File: src/rtl/mips32_boot_pkg.sv
// Shared constants and FSM encoding for the byte-serial boot loader.
package mips32_boot_pkg;

    localparam int unsigned BYTE_W         = 8;
    localparam int unsigned BYTES_PER_WORD = 4;
    localparam int unsigned WORD_W         = BYTE_W * BYTES_PER_WORD;
    localparam int unsigned CNT_W          = 16;

    localparam logic [BYTE_W-1:0] CMD_LOAD_I  = 8'h01;
    localparam logic [BYTE_W-1:0] CMD_LOAD_D  = 8'h02;
    localparam logic [BYTE_W-1:0] CMD_CLR_ERR = 8'h0C;
    localparam logic [BYTE_W-1:0] CMD_HALT    = 8'h0E;
    localparam logic [BYTE_W-1:0] CMD_RUN     = 8'h0F;

    typedef enum logic [3:0] {
        S_IDLE,
        S_A_HI,
        S_A_LO,
        S_C_HI,
        S_C_LO,
        S_DATA,
        S_WR,
        S_CSUM,
        S_RUN
    } boot_state_e;

endpackage

File: src/rtl/mips32_boot_loader_asm.sv
// Packs four big-endian bytes into one memory word; word_valid_c flags the 4th byte.
module boot_word_assembler
    import mips32_boot_pkg::*;
(
    input  logic              clk,
    input  logic              rst_n,
    input  logic              clr_i,
    input  logic              byte_valid_i,
    input  logic [BYTE_W-1:0] byte_i,
    output logic [WORD_W-1:0] word_o,
    output logic              word_valid_c
);

    localparam int unsigned BCNT_W = $clog2(BYTES_PER_WORD);

    logic [BCNT_W-1:0] bcnt_q, bcnt_d;
    logic [WORD_W-1:0] word_q, word_d;

    // Shift in one byte per accepted beat; clear discards any partial word.
    always_comb begin
        bcnt_d = bcnt_q;
        word_d = word_q;
        if (clr_i) begin
            bcnt_d = '0;
            word_d = '0;
        end else if (byte_valid_i) begin
            bcnt_d = bcnt_q + BCNT_W'(1);
            word_d = {word_q[WORD_W-BYTE_W-1:0], byte_i};
        end
    end

    // Byte counter and word register.
    always_ff @(posedge clk or negedge rst_n) begin
        if (!rst_n) begin
            bcnt_q <= '0;
            word_q <= '0;
        end else begin
            bcnt_q <= bcnt_d;
            word_q <= word_d;
        end
    end

    assign word_o       = word_q;
    assign word_valid_c = byte_valid_i && !clr_i && (bcnt_q == BCNT_W'(BYTES_PER_WORD - 1));

endmodule

File: src/rtl/mips32_boot_loader.sv
// Byte-serial boot loader: parses host frames, writes imem/dmem words, gates the core.
// Optional trailing frame checksum is enabled with the BOOT_CHECKSUM_EN macro.
module mips32_boot_loader
    import mips32_boot_pkg::*;
#(
    parameter int unsigned ADDR_W = 8,
    parameter int unsigned DATA_W = 32
) (
    input  logic              clk,
    input  logic              rst_n,
    input  logic              in_valid,
    input  logic [7:0]        in_data,
    output logic              in_ready,
    output logic              wr_en,
    input  logic              wr_ready,
    output logic              wr_sel,
    output logic [ADDR_W-1:0] wr_addr,
    output logic [DATA_W-1:0] wr_data,
    output logic              cpu_hold,
    output logic              busy,
    output logic              load_done,
    output logic              err
);

    boot_state_e       state_q, state_d;
    logic              in_ready_q, in_ready_d;
    logic              wr_en_q, wr_en_d;
    logic              wr_sel_q, wr_sel_d;
    logic [ADDR_W-1:0] wr_addr_q, wr_addr_d;
    logic              cpu_hold_q, cpu_hold_d;
    logic              busy_q, busy_d;
    logic              load_done_q, load_done_d;
    logic              err_q, err_d;
    logic [BYTE_W-1:0] addr_hi_q, addr_hi_d;
    logic [BYTE_W-1:0] cnt_hi_q, cnt_hi_d;
    logic [CNT_W-1:0]  words_left_q, words_left_d;
`ifdef BOOT_CHECKSUM_EN
    logic [BYTE_W-1:0] sum_q, sum_d;
`endif

    logic              byte_acc;
    logic              frame_done;
    logic              asm_clr;
    logic              asm_byte_v;
    logic [WORD_W-1:0] asm_word;
    logic              asm_word_valid;

    assign byte_acc = in_valid && in_ready_q;

    boot_word_assembler u_asm (
        .clk          (clk),
        .rst_n        (rst_n),
        .clr_i        (asm_clr),
        .byte_valid_i (asm_byte_v),
        .byte_i       (in_data),
        .word_o       (asm_word),
        .word_valid_c (asm_word_valid)
    );

    // Frame parser, write handshake and command decode; outputs follow the next state.
    always_comb begin
        state_d      = state_q;
        wr_sel_d     = wr_sel_q;
        wr_addr_d    = wr_addr_q;
        load_done_d  = 1'b0;
        err_d        = err_q;
        addr_hi_d    = addr_hi_q;
        cnt_hi_d     = cnt_hi_q;
        words_left_d = words_left_q;
        frame_done   = 1'b0;
        asm_clr      = 1'b0;
        asm_byte_v   = 1'b0;
`ifdef BOOT_CHECKSUM_EN
        sum_d        = sum_q;
        if (byte_acc && (state_q inside {S_A_HI, S_A_LO, S_C_HI, S_C_LO, S_DATA})) begin
            sum_d = sum_q + in_data;
        end
`endif

        case (state_q)
            S_IDLE, S_RUN: begin
                if (byte_acc) begin
                    case (in_data)
                        CMD_LOAD_I, CMD_LOAD_D: begin
                            if (state_q == S_IDLE) begin
                                state_d  = S_A_HI;
                                wr_sel_d = (in_data == CMD_LOAD_D);
                                asm_clr  = 1'b1;
`ifdef BOOT_CHECKSUM_EN
                                sum_d    = '0;
`endif
                            end else begin
                                err_d = 1'b1;
                            end
                        end
                        CMD_RUN:     state_d = S_RUN;
                        CMD_HALT:    state_d = S_IDLE;
                        CMD_CLR_ERR: err_d   = 1'b0;
                        default:     err_d   = 1'b1;
                    endcase
                end
            end
            S_A_HI: if (byte_acc) begin
                addr_hi_d = in_data;
                state_d   = S_A_LO;
            end
            S_A_LO: if (byte_acc) begin
                wr_addr_d = ADDR_W'({addr_hi_q, in_data});
                state_d   = S_C_HI;
            end
            S_C_HI: if (byte_acc) begin
                cnt_hi_d = in_data;
                state_d  = S_C_LO;
            end
            S_C_LO: if (byte_acc) begin
                words_left_d = {cnt_hi_q, in_data};
                if ({cnt_hi_q, in_data} == CNT_W'(0)) frame_done = 1'b1;
                else                                  state_d    = S_DATA;
            end
            S_DATA: begin
                asm_byte_v = byte_acc;
                if (asm_word_valid) state_d = S_WR;
            end
            S_WR: if (wr_ready) begin
                wr_addr_d    = wr_addr_q + ADDR_W'(1);
                words_left_d = words_left_q - CNT_W'(1);
                if (words_left_q == CNT_W'(1)) frame_done = 1'b1;
                else                           state_d    = S_DATA;
            end
`ifdef BOOT_CHECKSUM_EN
            S_CSUM: if (byte_acc) begin
                state_d = S_IDLE;
                if (BYTE_W'(sum_q + in_data) == BYTE_W'(0)) load_done_d = 1'b1;
                else                                         err_d       = 1'b1;
            end
`endif
            default: state_d = S_IDLE;
        endcase

        if (frame_done) begin
`ifdef BOOT_CHECKSUM_EN
            state_d     = S_CSUM;
`else
            state_d     = S_IDLE;
            load_done_d = 1'b1;
`endif
        end

        in_ready_d = (state_d != S_WR);
        wr_en_d    = (state_d == S_WR);
        busy_d     = !(state_d inside {S_IDLE, S_RUN});
        cpu_hold_d = (state_d != S_RUN);
    end

    // State and registered outputs; reset drops any partial frame or pending write.
    always_ff @(posedge clk or negedge rst_n) begin
        if (!rst_n) begin
            state_q      <= S_IDLE;
            in_ready_q   <= 1'b0;
            wr_en_q      <= 1'b0;
            wr_sel_q     <= 1'b0;
            wr_addr_q    <= '0;
            cpu_hold_q   <= 1'b1;
            busy_q       <= 1'b0;
            load_done_q  <= 1'b0;
            err_q        <= 1'b0;
            addr_hi_q    <= '0;
            cnt_hi_q     <= '0;
            words_left_q <= '0;
`ifdef BOOT_CHECKSUM_EN
            sum_q        <= '0;
`endif
        end else begin
            state_q      <= state_d;
            in_ready_q   <= in_ready_d;
            wr_en_q      <= wr_en_d;
            wr_sel_q     <= wr_sel_d;
            wr_addr_q    <= wr_addr_d;
            cpu_hold_q   <= cpu_hold_d;
            busy_q       <= busy_d;
            load_done_q  <= load_done_d;
            err_q        <= err_d;
            addr_hi_q    <= addr_hi_d;
            cnt_hi_q     <= cnt_hi_d;
            words_left_q <= words_left_d;
`ifdef BOOT_CHECKSUM_EN
            sum_q        <= sum_d;
`endif
        end
    end

    assign in_ready  = in_ready_q;
    assign wr_en     = wr_en_q;
    assign wr_sel    = wr_sel_q;
    assign wr_addr   = wr_addr_q;
    assign wr_data   = DATA_W'(asm_word);
    assign cpu_hold  = cpu_hold_q;
    assign busy      = busy_q;
    assign load_done = load_done_q;
    assign err       = err_q;

endmodule
File: config.mk
export PLATFORM = sky130hd
export DESIGN_NAME = mips32_boot_loader
export DESIGN_NICKNAME = d
export VERILOG_FILES = /design/src/rtl/mips32_boot_pkg.sv /design/src/rtl/mips32_boot_loader_asm.sv /design/src/rtl/mips32_boot_loader.sv
export SDC_FILE = /design/constraint.sdc
export NUM_CORES = 1
export LEC_CHECK = 0
export BUFFER_PORTS_ARGS = -buffer_cell sky130_fd_sc_hd__buf_2
export CAP_MARGIN = 20
export CORE_MARGIN = 5
export CORE_UTILIZATION = 42
export CTS_CLUSTER_SIZE = 12
export DETAILED_ROUTE_END_ITERATION = 6
export PLACE_DENSITY = 0.61
export SETUP_SLACK_MARGIN = 0.15
export SKIP_CTS_REPAIR_TIMING = 1
export SYNTH_ARGS = -nofsm -noshare
export SYNTH_HDL_FRONTEND = slang
export SYNTH_HIERARCHICAL = 1
export SYNTH_SLANG_ARGS = --single-unit
File: constraint.sdc
create_clock -name clk -period 2.9 [get_ports clk]
set_clock_uncertainty 0.15 [all_clocks]
set_input_delay 0 -clock clk [delete_from_list [all_inputs] [get_ports clk]]
set_output_delay 0 -clock clk [all_outputs]
set_load 0.005 [all_outputs]
### After elaboration in Yosys (flattened, before gate mapping)

Cells that the tools add are included.
Widths: inputs -> output; s select.

* flip-flop bits (word level): 77
* latch bits: 0
* RAM bits: 0
* memory bits (read-only): 0
* input bits: 12
* output and inout bits: 47
* word-level logic and storage cells: 95
* memories kept: 0

* add/sub/neg operators: 3
* multipliers: 0
* div/mod/pow operators: 0
* $lt $le $gt $ge: 0
* equality and inequality tests: 22
* shift-type cells: 0
* muxes and demuxes: 36
* bitwise gates (word level): 1
* reduce and logical (&&, ||, !) cells: 20

Operators with widths (count)
* $mux 32: 2
* $mux 4: 11
* $mux 16: 2
* $pmux 16 s2: 1
* $pmux 4 s7: 1
* $eq 8x4->1 const B: 3
* $eq 16x1->1 const B: 1
* $eq 4x3->1 const B: 4
* $logic_not 16->1: 1
* $mux 8: 2
* $pmux 8 s2: 1
* $sub 16x1->16 const B: 1
* $pmux 4 s3: 1
* $mux 1: 11
* $add 8x1->8 const B: 1
* $eq 4x2->1 const B: 2
* $eq 4x4->1 const B: 2
* $eq 8x1->1 const B: 1
* $eq 8x2->1 const B: 1
* $logic_not 4->1: 2
* $ne 2x2->1 const B: 4
* $reduce_and 4->1: 2
* $reduce_bool 2->1: 4
* $reduce_and 3->1: 2
* other kinds (13): 19

### Logic depth before layout (Yosys ltp)

Gate-level depths: netlist of the first run.

* depth after elaboration: 14
* gate-level depth with buffers: 12
* mapped depth without buffers: 9

### By module

Netlist of the first run, hierarchy kept.

By module, submodules not included
* mips32_boot_loader: instances 1, cells an instance 274, area each 2471.1 um^2, seq. area each 1077.3 um^2
* boot_word_assembler: instances 1, cells an instance 113, area each 1431.4 um^2, seq. area each 850.8 um^2

### Worst setup path after synthesis of the first run

OpenSTA, ideal clock, no wires.

* kind: register to register
* start point: reg state_q[3]
* end point: reg busy_q (netlist: busy)
* library setup time: 0.131 ns
* arrival: 2.490 ns
* required time: 2.619 ns
* path slack: 0.129 ns
* stages on the path, launching flop included: 13
* path buffers: 3
* clock period less this slack: 2.771 ns
* cell sequence: dfrtp_1 -> buf_2 -> and4b_1 -> and3b_1 -> buf_6 -> buf_12 -> nand2_1 -> nor2_1 -> nor3b_1 -> o21ai_0 -> a21oi_1 -> or4_4 -> or3_1

* elaborated cells between the ends (all ways): 35
* classes of those cells: eq/ne: 8; mux: 19; reduce/logical: 8

RTL lines
* from (decl): line mips32_boot_loader.sv:25 `boot_state_e state_q, state_d;`
* from (signal assigned): line mips32_boot_loader.sv:174 `state_q <= state_d;`
* $eq 4x3->1 (*): line mips32_boot_loader.sv:80 `case (state_q)`
* $mux 1 (*): line mips32_boot_loader.sv:80
* via asm_byte_v: line mips32_boot_loader.sv:44 `logic asm_byte_v;`
* $logic_and 1x1->1 (*) (2 in a row): line mips32_boot_loader_asm.sv:44 `assign word_valid_c = byte_valid_i && !clr_i && (bcnt_q == BCNT_W'(BYTES_PER_WORD - 1));`
* via asm_word_valid: line mips32_boot_loader.sv:46 `logic asm_word_valid;`
* $mux 4 (*): line mips32_boot_loader.sv:122 `if (asm_word_valid) state_d = S_WR;`
* $pmux 4 s7 (*): line mips32_boot_loader.sv:80
* $mux 4 (*): line mips32_boot_loader.sv:140 `if (frame_done) begin`
* via state_d[0]: line mips32_boot_loader.sv:25
* $eq 4x4->1 or $logic_not 4->1 (tied branches): line mips32_boot_loader.sv:151 `busy_d = !(state_d inside {S_IDLE, S_RUN});`
* $reduce_bool 2->1 (*): line mips32_boot_loader.sv:151
* $logic_not 1->1 (*): line mips32_boot_loader.sv:151
* via busy_d: line mips32_boot_loader.sv:31 `logic busy_q, busy_d;`
* to (signal assigned): line mips32_boot_loader.sv:180 `busy_q <= busy_d;`
* to (decl): line mips32_boot_loader.sv:31

Mark *: on every way through the listed nets, which the timed path passes. The rest lies on a longest branch.
A chain may end at the register's enable or synchronous reset.

### Worst setup path in the final report of the first run

Ends and elaborated chain as after synthesis.

==> results.py, run 1 <==
metrics = {
    "final_layout": {
        "fin_cells": 570,
        "final_util": 0.5076,
        "n_antenna_cell": 0,
        "n_fill_cell": 822,
        "seq_area_um2": 1928,
        "fin_nets": 470,
        "layout-drive-gt1-share": 0.2397,
        "multi_input_area_um2": 1817,
        "area_delta_synth_final_pct": 19.04,
    },
    "route": {
        "wl_met3_um": 470,
        "viasPerCell": 5.533,
        "top_layer_used": "met4",
        "first_iter_violations": 158,
        "routed-via-count": 3154,
        "dr_wl_met2_um": 4433,
        "drc_errors": 0,
        "wire_per_inst_um": 16.35,
        "wl_met1_um": 4257,
        "wl_um": 9321,
        "firstDrtPassIters": 5,
        "ant_nets": 0,
    },
    "yosys": {
        "syn_area_um2": 3902,
        "yosys_warnings": 6,
        "ys_seq_area_frac": 0.4941,
        "async_flop_share": 1.000,
        "synth_seq_cells": 77,
        "synthCells": 387,
        "synthesis.nets": 403,
        "synth-edff-count": 0,
        "syn_area_per_cell_um2": 10.08,
        "synthFlopType": "dfrtp_1",
        "ys_types": 60,
    },
    "run": {
        "cap_violations": 0,
    },
    "sta": {
        "worst_pin_slew_ns": 0.6320,
        "whs_ns": -0.009708,
        "min_period_ns": 2.485,
        "slew_violations": 0,
        "maxSlewHeadroom": 0.5764,
        "hold_viol": 1,
        "fin_setup_tns_ns": 0,
        "rsz0062_at_grt": "false",
        "max_freq_mhz": 402.5,
        "finalSetupViolations": 0,
        "fin_crit_sh": 0.8568,
    },
    "placed_design": {
        "hpwlAfterDp_um": 6254,
        "gp_congestion": 0.8295,
        "io_buffers": 58,
        "dp_cells": 542,
    },
    "critical_path": {
        "r2r-end": "busy",
        "r2r_slack_ns": 0.42,
        "crit_fanout": 3,
        "crit_end": "busy",
        "critPathKind": "flip-flop to flip-flop",
        "cp.arrival_ns": 2.57,
        "start_kind": "flip-flop",
        "crit_start": "state_q[3]",
        "r2r-start": "state_q[3]",
        "cp.required_ns": 2.98,
        "r2r_cells": 9,
        "endpoint_kind": "flip-flop",
    },
    "die": {
        "rows": 35,
        "fp.dieH_um": 106.4,
        "die-area_um2": 11320,
        "fp.dieW_um": 106.4,
        "ios": 59,
        "core_area_um2": 9153,
        "initial_core_util": 0.4264,
    },
    "global_routing": {
        "grt_max_degree": 78,
        "grt_pass1_wl_um": 15490,
        "grt_pass1_vias": 3074,
        "grt_usage": 0.1710,
        "antenna_found_initial": 0,
        "grt_overflow": 0,
    },
    "outcome": {
        "outcome": "complete, but fails checks",
        "violations": "hold timing",
    },
    "clock_tree": {
        "clock_latency_ns": 0.35,
        "clock_path_buffers": 2,
        "cts_max_level": 3,
        "clkTransAtPathRegs_ns": 0.08,
        "cts_root_buf": "clkbuf_8",
        "cts_inserted_buffers": 9,
        "cts.sinks": 77,
        "cts_tree": "yes",
    },
    "power_and_ir_drop": {
        "powerDensity_nw_per_um2": 895.6,
        "power_mw": 4.161,
        "p_leak_nw": 2.081,
        "ir_worst_vdd_uv": 487.4,
    },
    "hold_path": {
        "hold_class": "primary input to flip-flop",
    },
}
[worst max-delay path, stage by stage (launching register included)]
cell,delay [ns]
dfrtp_1,0.40
and4b_1,0.29
and3b_2,0.21
nand2_1,0.05
nor2_1,0.15
nor3b_1,0.07
o21ai_1,0.13
a21oi_1,0.08
or4_4,0.53
or3_1,0.31
[report_power, final]
group | switching (mW) | total (mW) | internal, mW
registers | 0.415 | 1.86 | 1.44
logic | 0.737 | 1.40 | 0.664
clock network | 0.398 | 0.904 | 0.506
total | 1.55 | 4.16 | 2.61
[logic make-up (layout without fill, tap and decap cells)]
logic type / count (synthesis) / count (layout) / share of synthesized area
AO/OA/AOI/OAI: 83 / 83 / 0.1273
adder cells (fa/ha/maj): 4 / 4 / 0.01283
XOR/XNOR: 2 / 2 / 0.004489
buffers and inverters: 29 / 101 / 0.04585
AND/OR/NAND/NOR: 149 / 149 / 0.2026
flip-flops: 77 / 77 / 0.4941
multiplexers: 43 / 43 / 0.1129
[area by class of cell]
| class | instances | share of cell area |
|---|---|---|
| sequential | 77 | 0.4150 |
| multi-input combinational | 281 | 0.3911 |
| timing repair buffer | 81 | 0.1126 |
| tap | 111 | 0.02989 |
| clock buffer | 10 | 0.02963 |
| clock inverter | 6 | 0.01858 |
| inverter | 4 | 0.003232 |
[Yosys cell counts, types with 4 or more instances]
| cell type | count | area [um2] |
|---|---|---|
| nor3_1 | 8 | 40.04 |
| mux2_2 | 8 | 90.09 |
| nor4_1 | 5 | 31.28 |
| o21ai_0 | 13 | 65.06 |
| nor2_1 | 59 | 221.5 |
| o22ai_1 | 9 | 56.30 |
| mux2i_1 | 35 | 350.3 |
| ha_1 | 4 | 50.05 |
| buf_2 | 10 | 50.05 |
| nand3_1 | 11 | 55.05 |
| clkbuf_1 | 8 | 30.03 |
| nand2_1 | 30 | 112.6 |
| or3_1 | 4 | 25.02 |
| o21ai_1 | 6 | 30.03 |
| a21oi_1 | 33 | 165.2 |
| inv_1 | 4 | 15.01 |
| dfrtp_1 | 76 | 1902 |
[worst min-delay path by stage]
stage / depth (start not counted) / to / slack, ns / start
after detailed placement: 1 / in_ready / 0.07 / rst_n
final: 4 / state_q[1] / -0.01 / in_valid
after CTS: 1 / in_ready / -0.31 / rst_n
after global placement: 1 / in_ready / 0.08 / rst_n
after floorplan: 0 / busy / -0.45 / rst_n
after global routing: 3 / wr_addr[7] / 0.02 / rst_n
[routing by layer]
| layer | vias up | GRT usage |
|---|---|---|
| met5 | - | 0 |
| met4 | 0 | 0.05180 |
| met3 | 16 | 0.04554 |
| met2 | 92 | 0.2724 |
| met1 | 1527 | 0.2285 |
| li1 | 1519 | - |
[flip-flops by register name (all words and copies together) (netlist names)]
name,flops
u_asm/word_o,32
words_left_q,16
cnt_hi_q,8
wr_addr,8
state_q,4
u_asm/bcnt_q,2
busy,1
cpu_hold,1
err,1
in_ready,1
load_done,1
wr_en,1
wr_sel,1
[layout by cell type, fill, tap and decap left out, types with 2 or more instances in the layout]
master	instances
nor4_4	3
a22oi_1	2
mux2i_1	35
inv_1	4
o31a_1	3
a22o_1	2
nor3_1	7
nor4_1	5
ha_1	4
nor2_1	59
a21oi_1	33
nand2b_1	2
nand3_1	11
buf_2	57
nor3_2	2
nand4_1	3
dlygate4sd3_1	10
or4_1	2
o21ai_1	7
nand2_1	30
a31oi_1	3
o21a_1	2
nor3b_1	2
o21ai_0	12
o22ai_1	9
or3_1	4
o2bb2ai_1	2
buf_4	12
xnor2_1	2
dfrtp_1	76
clkinv_2	2
mux2_2	8
and3_1	3
clkbuf_8	10
bufinv_16	2
[stage by stage]
stage | instance area, um2 | worst slack (ns)
finish | 4646 | 0.4153
CTS | 4498 | 0.4298
floorplan | 3905 | 0.1521
detailed placement | 4274 | 0.4616
global route | 4646 | 0.2811
global placement | 4274 | 0.5146
Note: power is estimated with default switching activity, not from simulation.
==> run 2, diff against run 1 <==
- PLACE_DENSITY: 0.61 -> 0.59
- clock period: 2.9 -> 2.7 ns (I/O delays scaled with it)
==> run 2 against run 1 <==
Net effect: the run still ends with hold timing left; register-to-register slack lost 0.11 ns; routed wire length grew 3.3%; via count grew 0.48%; combinational power grew 13%; worst setup slack lost 0.11 ns; clock-buffer cell count shrank 1; design area grew 0.48%; final cell count grew 0.70%; critical endpoint unchanged; highest routed layer unchanged.
==> results.py, run 2 (synthesis gave the netlist of run 1 again) <==
metrics = {
    "final_layout": {
        "fin_cells": 574,
        "fin_area_um2": 4668,
        "n_antenna_cell": 0,
        "final_util": 0.5100,
        "layout-drive-gt1-share": 0.2505,
        "area_delta_synth_final_pct": 19.62,
        "n_fill_cell": 867,
        "final_cell_mix": "76 x dfrtp_1, 58 x nor2_1, 57 x buf_2",
        "fin_nets": 474,
        "final_common_cell": "dfrtp_1",
        "largest_reg_flops": 32,
    },
    "placed_design": {
        "gp_congestion": 0.8357,
        "dp_cells": 546,
        "hpwlAfterDp_um": 6419,
        "place_ws_ns": 0.2707,
        "placed_area_um2": 4320,
        "io_buffers": 58,
    },
    "sta": {
        "setup_slack_ns": 0.3013,
        "maxSlewHeadroom": 0.4213,
        "rsz0062_at_grt": "false",
        "fin_crit_sh": 0.8884,
        "worst_pin_slew_ns": 0.8652,
        "finalSetupViolations": 0,
        "min_period_ns": 2.399,
        "hold_viol": 1,
        "max_freq_mhz": 416.9,
        "whs_ns": -0.02800,
        "fin_setup_tns_ns": 0,
        "slew_violations": 0,
    },
    "route": {
        "routed-via-count": 3169,
        "ant_nets": 0,
        "wire_per_inst_um": 16.77,
        "first_iter_violations": 211,
        "firstDrtPassIters": 4,
        "drc_errors": 0,
        "viasPerCell": 5.521,
        "wl_um": 9628,
    },
    "global_routing": {
        "grt_max_degree": 78,
        "antenna_found_initial": 0,
        "grt_pass1_vias": 3086,
        "grt_usage": 0.1761,
        "grt_overflow": 0,
        "grt_pass1_wl_um": 15990,
    },
    "clock_tree": {
        "cts_root_buf": "clkbuf_8",
        "clock_latency_ns": 0.35,
        "cts_max_level": 3,
        "clkTransAtPathRegs_ns": 0.09,
        "clock_path_buffers": 2,
        "cts.sinks": 77,
        "cts_inserted_buffers": 9,
        "cts_tree": "yes",
    },
    "critical_path": {
        "critPathKind": "flip-flop to flip-flop",
        "cp.arrival_ns": 2.48,
        "crit_path_top_delay_cell": "or4_4",
        "path_cells": "and4b_1 > and3b_2 > nand2_4 > nor2_2 > nor3b_1 > o21ai_1 > a21oi_1 > or4_4 > or3_1",
        "cp.required_ns": 2.78,
        "cpPeakStageDelay_ns": 0.42,
        "start_kind": "flip-flop",
        "crit_fanout": 5,
        "endpoint_kind": "flip-flop",
    },
    "power_and_ir_drop": {
        "ir_worst_vdd_uv": 386.8,
        "powerDensity_nw_per_um2": 954.7,
        "p_leak_nw": 2.104,
        "power_mw": 4.457,
    },
    "die": {
        "fp.dieW_um": 106.4,
        "initial_core_util": 0.4264,
        "fp.dieH_um": 106.4,
        "ios": 59,
        "rows": 35,
        "die-area_um2": 11320,
        "core_area_um2": 9153,
    },
    "hold_path": {
        "hold_class": "primary input to flip-flop",
    },
    "outcome": {
        "outcome": "complete, but fails checks",
        "violations": "hold timing",
    },
    "run": {
        "cap_violations": 0,
    },
}
==> run 2: layout make-up <==
type / instances / area, um2 / area share
Timing Repair Buffer: 85 / 543.0 / 0.1163
Clock inverter: 7 / 80.08 / 0.01715
Inverter: 4 / 15.01 / 0.003216
Sequential cell: 77 / 1928 / 0.4130
Multi-Input combinational cell: 281 / 1839 / 0.3940
Clock buffer: 9 / 123.9 / 0.02653
Tap cell: 111 / 138.9 / 0.02975
==> run 2: path summary, 6_finish.rpt <==
check | start | endpoint | slack (ns) | cells past startpoint
setup / recovery | in_ready | busy | 0.30 | 9
hold / removal | in_valid | state_q[1] | -0.03 | 4
setup reg to reg | in_ready | busy | 0.30 | 9
hold reg to reg | state_q[2] | state_q[3] | 0.35 | 1
max in group asynchronous | rst_n | words_left_q[12] | 1.13 | 3
min in group asynchronous | rst_n | in_ready | 0.03 | 3
==> run 2: where the power goes <==
group	leakage [nW]	total, mW	internal (mW)	switching (mW)
Clock	0.0968	0.913	0.439	0.474
Sequential	0.972	1.97	1.55	0.420
Combinational	1.03	1.58	0.735	0.840
Total	2.10	4.46	2.72	1.73
==> run 2: critical path, delay by kind of cell, from the launching register on <==
| family | cells | cell delay (ns) |
|---|---|---|
| AND/OR/NAND/NOR | 7 | 1.53 |
| flip-flops | 1 | 0.41 |
| AO/OA/AOI/OAI | 2 | 0.20 |
==> run 2: layer usage <==
layer  vias to the layer above  global-route usage  part of all wire
li1                       1541                   -                 -
met1                      1536              0.2501              0.47
met2                        81              0.2661              0.46
met3                        11             0.03643             0.052
met4                         0             0.06383             0.015
met5                         -                   0                 0
